==> src/rtl/vga_timing_pkg.sv <==
// -----------------------------------------------------------------------------
// vga_timing_pkg
// Shared 640x480 @ 60 Hz timing constants. Pixel-generation blocks import this
// package so that they address the frame with the same numbers as the timing
// generator.
//   - Visible / porch / sync widths for both axes, plus derived totals and the
//     first/last counter value of each sync pulse.
//   - CNT_W : width of the pixel/line counters.
//   - sync_t: bundle of the three registered timing flags.
//   - in_window(): inclusive range test used for the sync windows.
// -----------------------------------------------------------------------------
package vga_timing_pkg;

  localparam int CNT_W = 11;

  // Horizontal timing, in pixel-clock cycles.
  localparam int H_VISIBLE    = 640;
  localparam int H_FP         = 16;
  localparam int H_SYNC       = 96;
  localparam int H_BP         = 48;
  localparam int H_TOTAL      = H_VISIBLE + H_FP + H_SYNC + H_BP;  // 800
  localparam int H_SYNC_START = H_VISIBLE + H_FP;                  // 656
  localparam int H_SYNC_END   = H_SYNC_START + H_SYNC - 1;         // 751

  // Vertical timing, in lines.
  localparam int V_VISIBLE    = 480;
  localparam int V_FP         = 10;
  localparam int V_SYNC       = 2;
  localparam int V_BP         = 33;
  localparam int V_TOTAL      = V_VISIBLE + V_FP + V_SYNC + V_BP;  // 525
  localparam int V_SYNC_START = V_VISIBLE + V_FP;                  // 490
  localparam int V_SYNC_END   = V_SYNC_START + V_SYNC - 1;         // 491

  // Sync active level: 0 = active-low (standard for this mode).
  localparam logic SYNC_POL = 1'b0;

  typedef logic [CNT_W-1:0] cnt_t;

  typedef struct packed {
    logic hs;
    logic vs;
    logic blank;
  } sync_t;

  // Inclusive window test: lo <= value <= hi.
  function automatic logic in_window(input cnt_t value, input cnt_t lo,
                                     input cnt_t hi);
    return (value >= lo) && (value <= hi);
  endfunction

endpackage

==> src/rtl/vga_wrap_counter.sv <==
// -----------------------------------------------------------------------------
// vga_wrap_counter
// Generic up-counter that wraps to zero after MAX. Any value at or above MAX
// also wraps to zero on the next increment, so an out-of-range state can never
// persist.
// Ports:
//   clk_i   : clock, counts on the rising edge
//   rst_i   : asynchronous active-high reset, clears the count
//   inc_i   : advance the count on this edge
//   count_o : registered count
//   next_o  : value count_o takes on the next edge (lets the parent register
//             decoded flags in step with the count)
// -----------------------------------------------------------------------------
module vga_wrap_counter #(
  parameter int W   = 11,
  parameter int MAX = 799
) (
  input  logic         clk_i,
  input  logic         rst_i,
  input  logic         inc_i,
  output logic [W-1:0] count_o,
  output logic [W-1:0] next_o
);

  localparam logic [W-1:0] MAX_C = W'(MAX);
  localparam logic [W-1:0] ONE_C = W'(1);

  logic [W-1:0] count_q;
  logic [W-1:0] count_d;

  always_comb begin
    count_d = count_q;
    if (inc_i) begin
      if (count_q >= MAX_C) begin
        count_d = '0;
      end else begin
        count_d = count_q + ONE_C;
      end
    end
  end

  // NOTE: registered state uses non-blocking assignments so every flop samples
  // its inputs from before the edge, independent of statement order.
  always_ff @(posedge clk_i or posedge rst_i) begin
    if (rst_i) begin
      count_q <= '0;
    end else begin
      count_q <= count_d;
    end
  end

  assign count_o = count_q;
  assign next_o  = count_d;

endmodule

==> src/rtl/vga_controller_640_60.sv <==
// -----------------------------------------------------------------------------
// vga_controller_640_60
// Free-running VGA timing generator (640x480 @ 60 Hz by default). Produces
// the current pixel column/line and registered sync and blanking flags that
// always describe the counter values presented on the same cycle.
// Ports:
//   pixel_clk : pixel clock, all state updates on its rising edge
//   rst       : asynchronous active-high reset, restarts timing at (0,0)
//   HS        : horizontal sync, active level set by SYNC_POL
//   VS        : vertical sync, active level set by SYNC_POL
//   hcounter  : current pixel column, 0 .. H_TOTAL-1
//   vcounter  : current line, 0 .. V_TOTAL-1
//   blank     : 1 when the current pixel lies outside the visible area
// -----------------------------------------------------------------------------
module vga_controller_640_60 #(
  parameter int   H_VISIBLE = vga_timing_pkg::H_VISIBLE,
  parameter int   H_FP      = vga_timing_pkg::H_FP,
  parameter int   H_SYNC    = vga_timing_pkg::H_SYNC,
  parameter int   H_BP      = vga_timing_pkg::H_BP,
  parameter int   V_VISIBLE = vga_timing_pkg::V_VISIBLE,
  parameter int   V_FP      = vga_timing_pkg::V_FP,
  parameter int   V_SYNC    = vga_timing_pkg::V_SYNC,
  parameter int   V_BP      = vga_timing_pkg::V_BP,
  parameter logic SYNC_POL  = vga_timing_pkg::SYNC_POL
) (
  input  logic                             pixel_clk,
  input  logic                             rst,
  output logic                             HS,
  output logic                             VS,
  output logic [vga_timing_pkg::CNT_W-1:0] hcounter,
  output logic [vga_timing_pkg::CNT_W-1:0] vcounter,
  output logic                             blank
);

  import vga_timing_pkg::*;

  localparam int H_TOTAL = H_VISIBLE + H_FP + H_SYNC + H_BP;
  localparam int V_TOTAL = V_VISIBLE + V_FP + V_SYNC + V_BP;

  localparam cnt_t H_VIS_C   = cnt_t'(H_VISIBLE);
  localparam cnt_t HS_FIRST  = cnt_t'(H_VISIBLE + H_FP);
  localparam cnt_t HS_LAST   = cnt_t'(H_VISIBLE + H_FP + H_SYNC - 1);
  localparam cnt_t V_VIS_C   = cnt_t'(V_VISIBLE);
  localparam cnt_t VS_FIRST  = cnt_t'(V_VISIBLE + V_FP);
  localparam cnt_t VS_LAST   = cnt_t'(V_VISIBLE + V_FP + V_SYNC - 1);

  // Flags at reset describe pixel (0,0): syncs idle, pixel visible.
  localparam sync_t SYNC_RST = '{hs: ~SYNC_POL, vs: ~SYNC_POL, blank: 1'b0};

  cnt_t  h_count;
  cnt_t  h_next;
  cnt_t  v_count;
  cnt_t  v_next;
  logic  line_wrap;
  sync_t sync_q;
  sync_t sync_d;

  vga_wrap_counter #(
    .W   (CNT_W),
    .MAX (H_TOTAL - 1)
  ) u_hcount (
    .clk_i   (pixel_clk),
    .rst_i   (rst),
    .inc_i   (1'b1),
    .count_o (h_count),
    .next_o  (h_next)
  );

  // The column counter advances every cycle, so its next value is zero only
  // on the edge where the line wraps.
  assign line_wrap = (h_next == '0);

  vga_wrap_counter #(
    .W   (CNT_W),
    .MAX (V_TOTAL - 1)
  ) u_vcount (
    .clk_i   (pixel_clk),
    .rst_i   (rst),
    .inc_i   (line_wrap),
    .count_o (v_count),
    .next_o  (v_next)
  );

  // Flags are decoded from the counters' next values and registered on the
  // same edge, so they line up with hcounter/vcounter with no lag.
  // NOTE: every field gets a default before the conditional logic so that no
  // path leaves a value held, which would infer a latch.
  always_comb begin
    sync_d       = SYNC_RST;
    sync_d.hs    = in_window(h_next, HS_FIRST, HS_LAST) ? SYNC_POL : ~SYNC_POL;
    sync_d.vs    = in_window(v_next, VS_FIRST, VS_LAST) ? SYNC_POL : ~SYNC_POL;
    sync_d.blank = (h_next >= H_VIS_C) || (v_next >= V_VIS_C);
  end

  always_ff @(posedge pixel_clk or posedge rst) begin
    if (rst) begin
      sync_q <= SYNC_RST;
    end else begin
      sync_q <= sync_d;
    end
  end

  assign hcounter = h_count;
  assign vcounter = v_count;
  assign HS       = sync_q.hs;
  assign VS       = sync_q.vs;
  assign blank    = sync_q.blank;

endmodule

==> config.mk <==
export PLATFORM = sky130hd
export DESIGN_NAME = vga_controller_640_60
export DESIGN_NICKNAME = d
export VERILOG_FILES = /design/src/rtl/vga_timing_pkg.sv /design/src/rtl/vga_wrap_counter.sv /design/src/rtl/vga_controller_640_60.sv
export SDC_FILE = /design/constraint.sdc
export NUM_CORES = 1
export LEC_CHECK = 0
export ABC_AREA = 1
export ABC_CLOCK_PERIOD_IN_PS = 5700
export BUFFER_PORTS_ARGS = -buffer_cell sky130_fd_sc_hd__buf_2
export CAP_MARGIN = 15
export CORE_ASPECT_RATIO = 0.5
export CORE_UTILIZATION = 43
export DETAILED_ROUTE_END_ITERATION = 7
export HOLD_SLACK_MARGIN = 0.05
export PLACE_DENSITY_LB_ADDON = 0.08
export SYNTH_ARGS = -nofsm -noshare
export SYNTH_HDL_FRONTEND = slang
export SYNTH_SLANG_ARGS = --single-unit
==> constraint.sdc <==
create_clock -name pixel_clk -period 5.7 [get_ports pixel_clk]
set_clock_uncertainty 0.1 [all_clocks]
set_input_delay 1.14 -clock pixel_clk [delete_from_list [all_inputs] [get_ports pixel_clk]]
set_output_delay 1.14 -clock pixel_clk [all_outputs]
set_load 0.02 [all_outputs]
[Word-level counts from Yosys, hierarchy flattened]
Index checks and enable logic that the tools add are counted.
Widths: inputs -> output; s select.
Operators by class
  bitwise gates (word level): 0
  reductions and logical operators: 4
  equal/unequal tests: 0
  shifts and indexed selects: 0
  div/mod/pow operators: 0
  add/sub/neg operators: 2
  $mul: 0
  magnitude comparators: 8
  mux-type cells: 5
Operator list (number)
  $ge 11x10->1 const B: 4
  $mux 11: 3
  $add 11x1->11 const B: 2
  $ge 11x9->1 const B: 2
  $le 11x10->1 const B: 1
  $le 11x9->1 const B: 1
  $logic_not 11->1: 1
  $logic_and 1x1->1: 2
  $mux 1: 2
  $logic_or 1x1->1: 1
Storage, ports and cells
  memory bits (read-only): 0
  bits in writable memories: 0
  input port bits: 2
  register bits: 25
  word-level logic and storage cells: 24
  latch bits: 0
  memories kept: 0
  output and inout bits: 25

[Longest topological paths before layout]
Gate-level depths: netlist of run 1.
  depth after elaboration: 7
  mapped depth: 16
  mapped depth without buffers: 15

[By module]
A second synthesis of run 1 with hierarchy kept.
Second synthesis, totals
  cells, all modules: 213
  area total of the unflattened synthesis: 1529.0 µm²
Modules (own cells, without submodules)
  vga_wrap_counter at u_hcount: sequential area each 275.3 µm², cells an instance 91, area each 676.9 µm², times used 1
  vga_wrap_counter at u_vcount: sequential area each 275.3 µm², cells an instance 81, area each 624.3 µm², times used 1
  vga_controller_640_60: sequential area each 77.6 µm², cells an instance 41, area each 227.7 µm², times used 1

[Least setup slack after synthesis of run 1]
OpenSTA, ideal clock, no wires.
  path type: register to register
  start point: reg u_hcount.count_q[0], in the netlist u_hcount.count_o[0]
  end point: reg sync_q (netlist bit blank)
  required time: 5478 ps
  slack: 3487 ps
  arrival time: 1991 ps
  clock period less this slack: 2213 ps
  path buffers: 1
  library setup time: 122 ps
  stages on the path, launching flop included: 16
  cells stage by stage: dfrtp_1 -> ha_1 -> nand2_1 -> nor2_4 -> nor2_2 -> nand2_2 -> nand2_4 -> o21ai_1 -> nand2_2 -> nor2_8 -> nand2_4 -> buf_6 -> nand2_4 -> nand3_2 -> nor2_1 -> o21ai_1
RTL lines
  start, declared: line vga_wrap_counter.sv:28  | logic [W-1:0] count_q;
  start signal, assigned: line vga_wrap_counter.sv:48  | count_q <= count_d;
  end signal, assigned: line vga_controller_640_60.sv:99  | sync_q <= sync_d;
  end, declared: line vga_controller_640_60.sv:55  | sync_t sync_q;

==> flow_summary.json, run 1 <==
{
  "tightest_slew_ns": 0.930,
  "synth_compound_area_share_pct": 8.41,
  "grt_setup_unrepaired": "no",
  "async_flop_share_pct": 100,
  "final_cells": 278,
  "fin_tns_setup_ns": 0,
  "syn_nets": 206,
  "multi_input_area_um2": 777,
  "dieHeight_um": 44.4,
  "grt_pass1_wl_um": 5580,
  "finalCriticalPeriod_ns": 2.28,
  "final_util_pct": 55.4,
  "num_antenna_cells": 0,
  "clkTransAtPathRegs_ns": 0.10,
  "cap_viol_max_count": 0,
  "dpl.hpwl_um": 2540,
  "worstSetupPathType": "reg -> reg",
  "relSlewSlack_pct": 37.9,
  "cp.arrival_ns": 2.39,
  "synth_simple_gate_area_share_pct": 38.0,
  "slowest_stage": "dfrtp_1",
  "synth_xor_area_share_pct": 1.13,
  "cp_data_required_time_ns": 5.81,
  "start_util_pct": 48.3,
  "num_vias": 1372,
  "synth_fa_ha_area_share_pct": 2.43,
  "fin_ws_ns": 3.42,
  "cts.htree.levels": 1,
  "root_buffer": "clkbuf_8",
  "clockBufferDepth": 2,
  "ios": 27,
  "grt_start_max_net_pins": 26,
  "power_density_nw_per_um2": 377,
  "dp_cells": 274,
  "pre_cts_ws_ns": 3.45,
  "cpPeakStageDelay_ns": 0.42,
  "final.period_utilization_pct": 40.1,
  "grt_pass1_vias": 1219,
  "placed_area_um2": 1730,
  "synth_top_family_by_area": "simple AND/OR/NAND/NOR gates",
  "synth_edf_count": 0,
  "crit_path_frequent_cell": "nand2_1",
  "setup_viol": 0,
  "yosysSeqAreaShare_pct": 40.6,
  "die_w_um": 86.8,
  "yosysUniqueCellTypes": 28,
  "drive_gt1_share_pct": 27.0,
  "cp-end-kind": "flop",
  "crit_family": "simple AND/OR/NAND/NOR gates",
  "cts_setup_buffers": 0,
  "fmax_ghz": 0.438,
  "yosysWarnings": 0,
  "ys_seq_elements": 25,
  "syn_area_per_cell_um2": 7.70,
  "antenna_found_initial": 0,
  "syn_area_um2": 1550,
  "core_um2": 3210,
  "port-buffer-count": 26,
  "via_per_inst": 4.94,
  "drtIter0Drc": 52,
  "wl_per_cell_um": 11.7,
  "cp.buffers_inverters": 0,
  "path_cells": "ha_1 > nand2_1 > nor2_1 > nor2_1 > a21oi_1 > nand2_1 > nand2_2 > nor2_8 > nand2_4 > nand2_1 > nand2_1 > nand2_1 > nor2_1 > nand3_2",
  "hold_path.class": "reg -> reg",
  "crit_path_max_fanout": 14,
  "cts_sinks": 25,
  "ir_worst_vdd_v": 0.000204,
  "critPathLaunchType": "flop",
  "synth_cells": 201,
  "track_usage_pct": 19.2,
  "drtPass1Iterations": 4,
  "grt_overflow": 0,
  "ctsResizeCount": 0,
  "whs_ns": 0.417,
  "routed_wl_um": 3250,
  "power_mw": 0.670,
  "num_rows": 14,
  "hold_viol_final": 0,
  "ff_latch_area_um2": 628,
  "status": "finished, final reports clean",
  "slew_viol_final": 0,
  "die_area_um2": 3860,
  "clkLatencyLatePin_ns": 0.28,
  "synthToLayoutAreaGrowth_pct": 14.7,
  "fillers": 300,
  "routabilityCongestion": 0.904,
  "finalInstanceArea_um2": 1780,
  "cts_tree": "yes",
  "cts_buffers": 3,
  "holdBufCountCts": 0,
  "p_leak_nw": 0.975,
  "drc": 0,
  "synthMuxAreaShare_pct": 0,
  "nNetsFinal": 236,
  "synth-main-ff-cell": "dfrtp_1",
  "antenna_left": 0
}
-- area by class of cell --
cell class              instances  share of cell area, %
clock buffers                   3                   2.33
well taps                      48                   3.38
clock inverters                 1                  0.423
repair buffers                 26                   7.33
flip-flops and latches         25                   35.4
inverters                      35                   7.40
multi-input cells             140                   43.8
-- cells by family (layout without fill, tap and decap cells) --
| kind of cell | count (synthesis) | in the layout |
|---|---|---|
| flip-flops | 25 | 25 |
| AND/OR/NAND/NOR | 112 | 112 |
| AO/OA/AOI/OAI | 22 | 22 |
| XOR/XNOR | 2 | 2 |
| buffers and inverters | 36 | 65 |
| adder cells (fa/ha/maj) | 3 | 3 |
| other | 1 | 1 |
-- metal layers --
| metal | global-route usage [%] | vias up | wire (um) |
|---|---|---|---|
| li1 | - | 693 | - |
| met1 | 26.8 | 642 | 1670 |
| met2 | 30.6 | 33 | 1390 |
| met3 | 5.04 | 4 | 166 |
| met4 | 4.00 | 0 | 17 |
| met5 | 0 | - | 0 |
-- state kept, by name, summed over array words and instances, names as in the netlist --
name / count
VS: 1
HS: 1
u_vcount.count_o: 11
u_hcount.count_o: 11
blank: 1
-- power breakdown --
part / switching, mW / internal [mW]
Clock: 0.0617 / 0.0497
Combinational: 0.203 / 0.101
Sequential: 0.0444 / 0.209
-- placed cells by master (no fill, tap or decap), types with 2 or more instances in the layout --
cell	count
nand2_1	38
inv_1	32
buf_2	26
nor2_1	24
dfrtp_1	23
nand3_1	17
nand2_2	10
a21oi_1	8
o21ai_0	5
nor2_2	4
nand2_4	4
nand4_1	3
o21bai_1	3
nor3_1	3
inv_2	3
nand3_2	3
o21ai_2	3
ha_1	3
clkbuf_8	3
dfstp_2	2
o21ai_1	2
nor2_8	2
nor3b_1	2
-- path summary, 6_finish.rpt --
kind / depth (start not counted) / slack (ns) / from / to
worst max-delay path: 14 / 3.42 / u_hcount.count_o[0] / VS
worst min-delay path: 1 / 0.42 / u_hcount.count_o[0] / u_hcount.count_o[0]
worst max register to register: 14 / 3.42 / u_hcount.count_o[0] / VS
worst min register to register: 1 / 0.42 / u_hcount.count_o[0] / u_hcount.count_o[0]
max in group asynchronous: 2 / 3.98 / rst / u_vcount.count_o[0]
min in group asynchronous: 2 / 0.95 / rst / u_vcount.count_o[9]
-- cell usage after synthesis (2+ instances only) --
library cell | number | area, um2
nor2_1 | 24 | 90.1
nand2_4 | 4 | 45.0
o21ai_2 | 3 | 26.3
inv_2 | 3 | 11.3
nand3_1 | 17 | 85.1
o21ai_1 | 2 | 10.0
ha_1 | 3 | 37.5
nor3_1 | 3 | 15.0
o21bai_1 | 3 | 22.5
dfstp_2 | 2 | 52.6
nand3_2 | 3 | 30.0
dfrtp_1 | 23 | 576
nand2_1 | 38 | 143
nand4_1 | 3 | 18.8
inv_1 | 32 | 120
nand2_2 | 10 | 62.6
nor2_2 | 4 | 25.0
o21ai_0 | 5 | 25.0
nor2_8 | 2 | 40.0
nor3b_1 | 2 | 15.0
a21oi_1 | 8 | 40.0
(Power assumes the default switching activity.)
==> inputs of run 2 (changes only) <==
--- a/config.mk
+++ b/config.mk
@@ -5,8 +5,8 @@
 export SDC_FILE = /design/constraint.sdc
 export NUM_CORES = 1
 export LEC_CHECK = 0
-export ABC_AREA = 1
-export ABC_CLOCK_PERIOD_IN_PS = 5700
+export ABC_AREA = 0
+export ABC_CLOCK_PERIOD_IN_PS = 2000
 export BUFFER_PORTS_ARGS = -buffer_cell sky130_fd_sc_hd__buf_2
 export CAP_MARGIN = 15
 export CORE_ASPECT_RATIO = 0.5
==> constraint.sdc (replaced) <==
create_clock -name pixel_clk -period 2 [get_ports pixel_clk]
set_clock_uncertainty 0.1 [all_clocks]
set_input_delay 0.4 -clock pixel_clk [delete_from_list [all_inputs] [get_ports pixel_clk]]
set_output_delay 0.4 -clock pixel_clk [all_outputs]
set_load 0.02 [all_outputs]
==> flow_summary.json, run 2 <==
{
  "status": "finished, violations left",
  "violations": "setup timing",
  "netlist_top_cells_area": "dfrtp_1, nand2_1, nor2_1",
  "grt_start_max_net_pins": 26,
  "syn_nets": 177,
  "final_cells": 304,
  "placed_area_um2": 2160,
  "ir_worst_vdd_v": 0.000668,
  "power_mw": 2.16,
  "synth_edf_count": 0,
  "core_um2": 3210,
  "track_usage_pct": 24.4,
  "setup_viol": 13,
  "hold_viol_final": 0,
  "hold_path.class": "in -> async",
  "yosysUniqueCellTypes": 50,
  "num_vias": 1586,
  "syn_area_um2": 1550,
  "clockBufferDepth": 2,
  "final_common_cell": "buf_4",
  "routabilityCongestion": 0.847,
  "num_rows": 14,
  "cap_viol_max_count": 0,
  "yosysWarnings": 0,
  "grt_pass1_wl_um": 7110,
  "worstSetupPathType": "reg -> reg",
  "synth_cells": 172,
  "die_w_um": 86.8,
  "holdBufCountCts": 0,
  "grt_pass1_vias": 1514,
  "synth_top_area_share_pct": 37.2,
  "final_util_pct": 74.2,
  "num_antenna_cells": 0,
  "cts_buffers": 3,
  "antenna_left": 0,
  "final_cell_mix": "buf_4, buf_2, nand2_1, nor2_1, dfrtp_1",
  "fin_tns_setup_ns": -4.89,
  "die_area_um2": 3860,
  "final.period_utilization_pct": 126,
  "cts_tree": "yes",
  "drtIter0Drc": 68,
  "slew_viol_final": 0,
  "drtPass1Iterations": 4,
  "finalCriticalPeriod_ns": 2.53,
  "cp_data_required_time_ns": 2.09,
  "clkLatencyLatePin_ns": 0.28,
  "synth_top_area_cell": "dfrtp_1",
  "cp-end-kind": "flop",
  "wl_per_cell_um": 14.6,
  "yosysSeqAreaShare_pct": 40.6,
  "root_buffer": "clkbuf_8",
  "nNetsFinal": 262,
  "async_flop_share_pct": 100,
  "fin_ws_ns": -0.530,
  "synth.most_common_cell": "dfrtp_1",
  "antenna_found_initial": 0,
  "ios": 27,
  "netlist_top_cells_count": "dfrtp_1, nand2_1, nor2_1, o21ai_0, inv_1",
  "grt_setup_unrepaired": "yes",
  "syn_area_per_cell_um2": 9.00,
  "via_per_inst": 5.22,
  "cts_sinks": 25,
  "critPathLaunchType": "flop",
  "fmax_ghz": 0.395,
  "cts.htree.levels": 1,
  "whs_ns": 0.0525,
  "drc": 0,
  "crit_path_max_fanout": 6,
  "dieHeight_um": 44.4,
  "synthToLayoutAreaGrowth_pct": 53.6,
  "p_leak_nw": 1.16,
  "ys_seq_elements": 25,
  "pre_cts_ws_ns": -0.515,
  "drive_gt1_share_pct": 51.6,
  "grt_overflow": 0,
  "dp_cells": 294,
  "finalInstanceArea_um2": 2380,
  "routed_wl_um": 4450,
  "start_util_pct": 48.3,
  "cp.arrival_ns": 2.62,
  "clkTransAtPathRegs_ns": 0.10,
  "power_density_nw_per_um2": 907,
  "port-buffer-count": 26,
  "dpl.hpwl_um": 3220,
  "synth-main-ff-cell": "dfrtp_1"
}
==> run 2: cell types whose count changed after synthesis, sizes merged, moves of 5 or more <==
cell   before  now
and2        0    5
and3        0    8
inv        35   10
nand2      52   19
nand3      20    7
nor2       31   19
==> run 2: area by class of cell <==
type	count	area [um2]
tap	48	60.1
clock buffer	3	41.3
inverter	10	37.5
sequential	25	637
clock inverter	1	5.00
timing repair buffer	86	601
fill	240	828
multi-input combinational	131	996
==> run 2: routing by layer <==
| layer | wire length (um) | global-route usage, % | share of wire, % | up-vias |
|---|---|---|---|---|
| li1 | - | - | - | 788 |
| met5 | 0 | 0 | 0 | - |
| met3 | 202 | 5.60 | 4.5 | 6 |
| met2 | 2070 | 40.0 | 46 | 40 |
| met4 | 31 | 5.00 | 0.70 | 0 |
| met1 | 2150 | 33.8 | 48 | 752 |
==> run 2: cell families (layout without fill, tap and decap cells) <==
family	count (synthesis)	count (layout)	synth area share [%]
mux	1	1	0.728
compound gates	45	45	21.7
flops	25	25	40.6
buf+inv	16	100	5.25
fa+ha+maj	3	3	2.43
xor+xnor	7	7	3.96
other cells	1	1	0.242
simple gates	74	74	25.1
==> run 2: worst paths after layout <==
check / from / endpoint / slack [ns] / depth (start not counted)
worst max-delay path: u_hcount.count_o[0] / VS / -0.53 / 13
worst min-delay path: rst / u_vcount.count_o[7] / 0.05 / 3
worst max register to register: u_hcount.count_o[0] / VS / -0.53 / 13
worst min register to register: u_vcount.count_o[4] / u_vcount.count_o[4] / 0.52 / 2
max in group asynchronous: rst / VS / 1.44 / 3
min in group pixel_clk: u_vcount.count_o[4] / u_vcount.count_o[4] / 0.52 / 2
==> run 2: critical path, cell delays in order, from the launching register on <==
cell and delay (ns):
dfrtp_2 0.45, ha_4 0.19, a21oi_1 0.16, o21ai_2 0.10
buf_4 0.17, o211ai_1 0.17, buf_4 0.16, nor2_4 0.05
and2_4 0.18, buf_12 0.13, buf_4 0.13, buf_6 0.11
a22o_1 0.22, o2111ai_1 0.11
==> run 2: power breakdown <==
part / switching [mW] / internal [mW] / leakage [nW]
sequential: 0.106 / 0.595 / 0.317
clock: 0.186 / 0.140 / 0.0255
combinational: 0.577 / 0.553 / 0.820
==> run 2: repair_timing <==
action	4_1_cts	5_1_grt
pin swaps	9	3
buffers inserted	2	4
resized for setup	7	16
setup endpoints to repair	14	14
